[config.mk]
export PLATFORM = sky130hd
export DESIGN_NAME = new_alu
export DESIGN_NICKNAME = d
export VERILOG_FILES = /design/src/rtl/new_alu_pkg.sv /design/src/rtl/new_alu_sdiv.sv /design/src/rtl/new_alu.sv
export SDC_FILE = /design/constraint.sdc
export NUM_CORES = 1
export LEC_CHECK = 0
export CAP_MARGIN = 10
export CORE_MARGIN = 2
export CORE_UTILIZATION = 50
export CTS_CLUSTER_DIAMETER = 120
export DETAILED_ROUTE_END_ITERATION = 8
export HOLD_SLACK_MARGIN = 0.15
export PLACE_DENSITY = 0.75
export SLEW_MARGIN = 0
export SYNTH_ARGS = -nofsm -noshare
export SYNTH_HDL_FRONTEND = slang
export SYNTH_HIERARCHICAL = 1
export SYNTH_SLANG_ARGS = --single-unit
[constraint.sdc]
create_clock -name i_clk -period 26.6 [get_ports i_clk]
set_input_delay 5.32 -clock i_clk [delete_from_list [all_inputs] [get_ports i_clk]]
set_output_delay 5.32 -clock i_clk [all_outputs]
set_load 0.02 [all_outputs]
[src/rtl/new_alu_pkg.sv]
// Shared opcode encoding and status flag positions for the new_alu datapath.
package new_alu_pkg;

   typedef enum logic [3:0] {
      OP_SHR_NB  = 4'd0,
      OP_ADD_NB  = 4'd1,
      OP_DIV     = 4'd2,
      OP_SM2U2   = 4'd3,
      OP_SUB_2B  = 4'd4,
      OP_LT      = 4'd5,
      OP_BIT     = 4'd6,
      OP_U22SM   = 4'd7,
      OP_NA_SHR  = 4'd8,
      OP_NA_GE   = 4'd9,
      OP_NA_DIV  = 4'd10,
      OP_NABS_B  = 4'd11
   } alu_op_e;

   localparam int ST_ZERO = 0;
   localparam int ST_NEG  = 1;
   localparam int ST_OVF  = 2;
   localparam int ST_ERR  = 3;

endpackage

[src/rtl/new_alu_sdiv.sv]
// Combinational signed M-bit divider, truncating toward zero.
// The quotient is M+1 bits wide so that -2^(M-1) / -1 is represented exactly.
module alu_sdiv #(
   parameter int M = 8
) (
   input  logic [M-1:0] dividend,
   input  logic [M-1:0] divisor,
   output logic [M:0]   quotient,
   output logic         div_zero
);

   logic [M-1:0] mag_a, mag_b, safe_b, q_mag;
   logic         q_neg;

   // Magnitudes are unsigned M-bit, so |-2^(M-1)| still fits.
   assign mag_a    = dividend[M-1] ? (M'(0) - dividend) : dividend;
   assign mag_b    = divisor[M-1]  ? (M'(0) - divisor)  : divisor;
   assign div_zero = (divisor == '0);
   assign safe_b   = div_zero ? M'(1) : mag_b;
   assign q_mag    = mag_a / safe_b;
   assign q_neg    = dividend[M-1] ^ divisor[M-1];
   assign quotient = q_neg ? ((M+1)'(0) - {1'b0, q_mag}) : {1'b0, q_mag};

endmodule

[src/rtl/new_alu.sv]
// Registered 12-opcode ALU: one combinational evaluation per cycle captured
// into a K-bit result register and a 4-bit status register.
module new_alu
   import new_alu_pkg::*;
#(
   parameter int N = 4,
   parameter int M = 8,
   parameter int K = 8
) (
   input  logic         i_clk,
   input  logic         i_reset,
   input  logic [N-1:0] i_op,
   input  logic [M-1:0] i_arg_A,
   input  logic [M-1:0] i_arg_B,
   output logic [K-1:0] o_result,
   output logic [3:0]   o_status
);

   // Wide enough to hold every exact intermediate (A - 2B needs M+2 bits).
   localparam int XW = K + 2;

   function automatic logic fits_k(input logic signed [XW-1:0] v);
      return v == XW'($signed(v[K-1:0]));
   endfunction

   alu_op_e             op_e;
   logic [M-1:0]        na, nb, sum_ab, div_a, smag, b_abs, nabs_b, shr0, shr8;
   logic signed [M-1:0] a_s, b_s, na_s, nb_s, sm2u2;
   logic signed [XW-1:0] add_w, sub_w, div_w;
   logic [M:0]          quot;
   logic                div_zero, bit6;
   logic [K-1:0]        res;
   logic                ovf, err;
   logic [3:0]          status_n;

   assign op_e   = alu_op_e'(i_op[3:0]);
   assign na     = ~i_arg_A;
   assign nb     = ~i_arg_B;
   assign a_s    = i_arg_A;
   assign b_s    = i_arg_B;
   assign na_s   = na;
   assign nb_s   = nb;

   // Verilog shifts by >= width already yield zero, matching the op rules.
   assign shr0   = i_arg_A >> nb;
   assign shr8   = na >> i_arg_B;
   assign sum_ab = i_arg_A + i_arg_B;
   assign bit6   = |(sum_ab & (M'(1) << i_arg_B));

   assign sm2u2  = i_arg_A[M-1] ? (M'(0) - {1'b0, i_arg_A[M-2:0]})
                                : {1'b0, i_arg_A[M-2:0]};
   assign smag   = i_arg_A[M-1] ? ((M'(0) - i_arg_A) | {1'b1, {(M-1){1'b0}}})
                                : i_arg_A;
   assign b_abs  = i_arg_B[M-1] ? (M'(0) - i_arg_B) : i_arg_B;
   assign nabs_b = ~b_abs;

   assign add_w  = XW'(a_s) + XW'(nb_s);
   assign sub_w  = XW'(a_s) - (XW'(b_s) <<< 1);
   assign div_a  = (op_e == OP_NA_DIV) ? na : i_arg_A;
   assign div_w  = XW'($signed(quot));

   alu_sdiv #(.M(M)) u_sdiv (
      .dividend (div_a),
      .divisor  (i_arg_B),
      .quotient (quot),
      .div_zero (div_zero)
   );

   // NOTE: every always_comb output gets a default first, so no path can infer a latch.
   always_comb begin
      res = '0;
      ovf = 1'b0;
      err = 1'b0;
      if (i_op > N'(11)) begin
         err = 1'b1;
      end else begin
         case (op_e)
            OP_SHR_NB: res = K'(shr0);
            OP_ADD_NB: begin
               res = add_w[K-1:0];
               ovf = !fits_k(add_w);
            end
            OP_DIV, OP_NA_DIV: begin
               err = div_zero;
               res = div_w[K-1:0];
               ovf = !fits_k(div_w);
            end
            OP_SM2U2:  res = K'(sm2u2);
            OP_SUB_2B: begin
               res = sub_w[K-1:0];
               ovf = !fits_k(sub_w);
            end
            OP_LT:     res = {{(K-1){1'b0}}, (a_s < b_s)};
            OP_BIT: begin
               err = (i_arg_B >= M'(M));
               res = {{(K-1){1'b0}}, bit6};
            end
            OP_U22SM: begin
               err = (i_arg_A == {1'b1, {(M-1){1'b0}}});
               res = K'(smag);
            end
            OP_NA_SHR: res = K'(shr8);
            OP_NA_GE:  res = {{(K-1){1'b0}}, (na_s >= b_s)};
            OP_NABS_B: begin
               err = (i_arg_B == {1'b1, {(M-1){1'b0}}});
               res = K'(nabs_b);
            end
            default:   err = 1'b1;
         endcase
      end

      status_n          = '0;
      status_n[ST_ZERO] = (res == '0);
      status_n[ST_NEG]  = res[K-1];
      status_n[ST_OVF]  = ovf;
      if (err) status_n = 4'b1000;
   end

   // NOTE: sequential state uses non-blocking assignments so every register samples pre-edge values.
   always_ff @(posedge i_clk) begin
      if (i_reset) begin
         o_result <= '0;
         o_status <= '0;
      end else begin
         o_result <= err ? '0 : res;
         o_status <= status_n;
      end
   end

endmodule

# [Yosys cells after proc, flatten, opt, wreduce, memory -nomap -nowiden]
# Cells that the tools add are included.
[op_classes] div_mod_pow=1 add_sub_neg=8 shifts=3 bitwise=5 eq_ne=16 reduce_logical=11 mux=14 n_lt_le_gt_ge=4
[op_table] op="case mux 8 bit (11 select lines)" n=1
[op_table] op="2-to-1 mux 8 bit" n=7
[op_table] op="inverter 8 bit" n=3
[op_table] op="== test 4 x 3 -> 1 bit (second input constant)" n=4
[op_table] op="== test 4 bit (second input constant)" n=4
[op_table] op="== test 8 bit (second input constant)" n=2
[op_table] op="logical NOT 8 bit" n=2
[op_table] op=">> shifter 8 x 8 -> 8 bit" n=2
[op_table] op="subtractor 1 x 8 -> 8 bit (first input constant)" n=2
[op_table] op="subtractor 8 x 9 -> 10 bit" n=1
[op_table] op="adder 8 x 8 -> 9 bit" n=1
[op_table] op="2-to-1 mux 9 bit" n=1
[op_table] op="subtractor 1 x 8 -> 9 bit (first input constant)" n=1
[op_table] op="adder 8 bit" n=1
[op_table] op="AND 8 bit" n=1
[op_table] op="divider 8 x 8 -> 8 bit" n=1
[op_table] op="== test 4 x 2 -> 1 bit (second input constant)" n=2
[op_table] op=">= comparator 8 x 4 -> 1 bit (second input constant)" n=1
[op_table] op=">= comparator 8 bit" n=1
[op_table] op="less-than comparator 8 bit" n=1
[op_table] op="OR reduction 8 bit" n=1
[op_table] op="<< shifter 1 x 8 -> 8 bit (first input constant)" n=1
[op_table] op="subtractor 1 x 7 -> 8 bit (first input constant)" n=1
[op_table] op="OR reduction 7 bit" n=1
[op_table] op="14 further kinds" n=19
[totals] in_bits=22 reg_bits=12 output_inout_bits=12 wordCells=66

# [Longest topological paths before layout]
[logic_depth] ltp_word=12 ltp_mapped=68 mapped_depth_nobuf=64

# [Modules after synthesis]
# The synthesis kept the hierarchy.
[modules_own_cells] mod="new_alu" seq_area_each_um2=220.2 instances=1 cells_per_inst=391 area_per_inst_um2=3113.0
[modules_own_cells] mod="alu_sdiv" seq_area_each_um2=0.0 instances=1 cells_per_inst=316 area_per_inst_um2=2341.0

# [Worst setup path after synthesis]
# No wires, ideal clock.
[synth_timing] path_type="input-to-reg" startpoint="input port i_op[0]" endpoint="register o_status[0]" arrival_time_ns=18.829 path_buffers=5 stages=62 setup_time_ns=0.088 slack_ns=7.683 path_cell_list="buf_6 > nand2b_2 > nor3_2 > xnor2_1 > or3_1 > or3_1 > or4b_4 > clkinv_1 > ha_1 > a31oi_1 > a31oi_1 > ha_1 > o21a_1 > or3_1 > a211oi_1 > a2bb2oi_1 > ha_1 > o21a_1 > [26 not listed] > ha_1 > a21o_1 > a21oi_1 > a21bo_2 > clkbuf_1 > mux2_2 > ha_1 > and2_1 > o21ai_0 > o21a_1 > and2_1 > ha_1 > a41oi_1 > xor2_1 > a222oi_1 > o211ai_1 > a211o_1 > nor4_2"
[synth_between] elab_chain_len=10 elab_cells_between_ends=28
[synth_lines] element="start: declaration" line="new_alu.sv:12" text="input logic [N-1:0] i_op,"
[synth_lines] element="== test 4 bit *" line="new_alu.sv:59" text="assign div_a = (op_e == OP_NA_DIV) ? na : i_arg_A;"
[synth_lines] element="2-to-1 mux 8 bit *" line="new_alu.sv:59"
[synth_lines] element="net div_a[2]" line="new_alu.sv:27" text="logic [M-1:0] na, nb, sum_ab, div_a, smag, b_abs, nabs_b, shr0, shr8;"
[synth_lines] element="subtractor 1 x 8 -> 8 bit" line="new_alu_sdiv.sv:16" text="assign mag_a = dividend[M-1] ? (M'(0) - dividend) : dividend;"
[synth_lines] element="2-to-1 mux 8 bit *" line="new_alu_sdiv.sv:16"
[synth_lines] element="divider 8 x 8 -> 8 bit *" line="new_alu_sdiv.sv:20" text="assign q_mag = mag_a / safe_b;"
[synth_lines] element="subtractor 1 x 8 -> 9 bit" line="new_alu_sdiv.sv:22" text="assign quotient = q_neg ? ((M+1)'(0) - {1'b0, q_mag}) : {1'b0, q_mag};"
[synth_lines] element="2-to-1 mux 9 bit *" line="new_alu_sdiv.sv:22"
[synth_lines] element="net quot[6]" line="new_alu.sv:30" text="logic [M:0] quot;"
[synth_lines] element="case mux 8 bit (11 select lines) *" line="new_alu.sv:77" text="case (op_e)"
[synth_lines] element="2-to-1 mux 8 bit *" line="new_alu.sv:74" text="if (i_op > N'(11)) begin"
[synth_lines] element="logical NOT 8 bit *" line="new_alu.sv:113" text="status_n[ST_ZERO] = (res == '0);"
[synth_lines] element="end signal: assignment" line="new_alu.sv:126" text="o_status <= status_n;"
[synth_lines] element="end: declaration" line="new_alu.sv:16" text="output logic [3:0] o_status"
# Mark *: on every way through the listed nets, which the timed path passes. The rest lies on a longest branch.
# A chain may end at the register's enable or synchronous reset.

# [Worst setup path after layout]
# Same ends and word-level chain as after synthesis.

==> impl_results.md <==
* Outcome: completed
* Worst Setup End Kind: register
* Final Wtd Congestion at 0.9944
* RSZ-0062 raised after global routing: false
* Ports at 34
* Post-DP Area at 0.005773 mm2
* CP Max Fanout at 16
* PD cells at about 50 mW/mm2
* Wirelength per Cell at 20.15 um
* Fin Hold WS at between 5 and 6 ns
* CORE AREA at ~0.011 mm2
* Chip Width at between 100 and 150 um
* # rows at 38
* Max stage delay on crit path at around 0.66 ns
* Post-CTS Setup Inserts at 0
* CTS H-tree depth at 1
* Min Tclk post-route at around 21 ns
* Hold path cells at 2
* Fin. max-slew vios at 0
* Most frequent cell after synthesis: ha_1
* Avg Vias per Cell at 6.651
* Die Height at roughly 110 um
* Antenna violations before repair at 0
* Port Buffers at 33
* Final setup TNS at 0 ns
* Arr. time, crit path at between 20 and 25 ns
* Synth-to-Final Area Change at 6.676%
* CTS tree: yes
* Synth Instances at roughly 710
* First DRT Iteration DRCs at roughly 670
* Vias in the first global route at around 5300
* Setup violations, final at 0
* Seq/Total Area, Yosys at roughly 4%
* Asr flop ratio synth at 0%
* Leak Pwr at between 2 and 2.5 nW
* Final core area utilization at between 50% and 60%
* Largest net degree at the start of global routing at 39
* Yosys top cell area share at between 10% and 20%
* Fin. Hold Viols at 0
* Worst path depth at just over 60
* Leading cell types by total area after synthesis: ha_1 17%, xnor2_1 7.2%, dfxtp_1 4.0%, a21oi_1 3.8%, mux2i_1 3.7%
* Largest delay contributor family on the critical path: compound AO/OA/AOI/OAI gates
* Clk slew on worst S/H paths at 0.05 ns
* Cell variety after synth at between 100 and 150
* Number of max-cap violations at 0
* Hold_buf cts at 0
* GRT Util Overall at approximately 29%
* Prevailing post-synth register cell: dfxtp_1
* Synth Register Bits at 11
* Worst Setup Start Kind: input port
* Cts repair resizes at 0
* Average size of a mapped cell at 7.714 um2
* # fillers at approximately 1000
* Root Driver: clkbuf_8
* Worst-Margin Slew at about 1.0 ns
* HPWL Detailed at between 10000 and 15000 um
* Vias post-DR at 5667
* Worst Slack Setup Final at around 5.7 ns
* Critical path class: in2reg
* FMAX at roughly 0.048 GHz
* Largest area contributor in the synthesized netlist: ha_1
* CP Data Required Time at between 20 and 30 ns
* Tcrit/Tclk final at between 70% and 80%
* Starting Density at 50.76%
* Final ANT Viol Nets at 0
* Die Footprint at 0.01176 mm2
* Syn_nets at between 800 and 900
* First-pass GRT wire length at 27460 um
* Max-Slew Margin vs Limit at between 30% and 40%
* Min-delay worst type: in2reg
* Final Routed Wirelength at around 17000 um
* Pre-CTS setup slack at around 5.7 ns
* CP dominant cell by count: ha_1
* Number of enable-type register cells in the synthesized netlist at 0
* Remaining Overflow, GRT at 0
* # DRC at 0
* Final nets at 812
* Synth warnings at 6
* Initial DRT Pass Iterations at 5
* Layout cells sized above 1 at 8.146%
* CTS Buf Count at 3
* CTS sink cnt at 11
* Synth cell count leaders: 74 x ha_1, 48 x inv_1, 45 x xnor2_1
* Clock Tree Buf Depth at 2
* Inserted Diodes at 0
* Buffers & Inverters on Critical Path at 3
* Slowest-stage cell, CP: clkdlybuf4s50_1
* Design area at 0.005818 mm2
* VDD IR max at between 0.04 and 0.05 mV
* Syn Std Cell Area at between 0.005 and 0.006 mm2
-- flip-flops by register name (all words and copies together) (netlist names) --
name / cells
o_result: 8
o_status: 3
-- metrics by stage --
stage | instances | total power, mW
floorplan | 707 | 0.2058
finish | 852 | 0.2881
CTS | 852 | 0.2835
global route | 852 | 0.3110
global placement | 848 | 0.2578
detailed placement | 848 | 0.2651
-- area by class of cell --
cell class | count | area (um2) | area share (%)
Sequential cell | 11 | 220.2 | 3.785
Clock buffer | 4 | 45.04 | 0.7742
Inverter | 52 | 195.2 | 3.355
Multi-Input combinational cell | 608 | 4822 | 82.88
Timing Repair Buffer | 37 | 360.3 | 6.194
Tap cell | 140 | 175.2 | 3.011
-- final timing paths --
kind	startpoint	slack (ns)	to
worst max-delay path	i_op[0]	5.72	o_status[0]$_SDFF_PP0_
worst min-delay path	i_reset	5.67	o_status[3]$_SDFF_PP0_
-- report_power, final --
group          internal (mW)  switching [mW]
clock                 0.0105         0.00582
sequential            0.0179        0.000394
combinational          0.105           0.148
total                  0.134           0.155
-- routing by layer --
metal  GRT usage, %  wire length (um)  vias to the layer above
met5              0                 0                        -
met4          12.18               849                        0
met3          2.652              1158                       60
met2          49.51              8079                      277
met1          37.14              7080                     2666
li1               -                 -                     2664
-- logic make-up (layout without fill, tap and decap cells) --
| family | after synthesis | count (layout) | synth area share [%] |
|---|---|---|---|
| AOI/OAI and AO/OA | 214 | 214 | 28.95 |
| xor gates and xnor gates | 65 | 65 | 10.44 |
| adders and majority gates | 77 | 77 | 18.08 |
| buffers and inverters | 88 | 93 | 7.547 |
| DFF | 11 | 11 | 4.038 |
| muxes | 35 | 35 | 7.662 |
| and+or+nand+nor | 217 | 217 | 23.29 |
-- cells in the final DEF, fill, tap and decap left out, types with 11 or more instances in the layout --
master | Yosys | routed
or3_1 | 11 | 11
dfxtp_1 | 11 | 11
ha_1 | 74 | 74
a21oi_1 | 41 | 41
o21a_1 | 14 | 14
nand2_1 | 34 | 34
nor2b_1 | 14 | 14
nand2b_1 | 13 | 13
mux2i_1 | 20 | 20
nor2_1 | 41 | 41
xor2_1 | 20 | 20
nor3_1 | 23 | 23
o22ai_1 | 11 | 11
nand3_1 | 18 | 18
xnor2_1 | 45 | 45
clkdlybuf4s50_1 | 0 | 33
o21ai_0 | 24 | 24
inv_1 | 48 | 48
(Power assumes the default switching activity.)
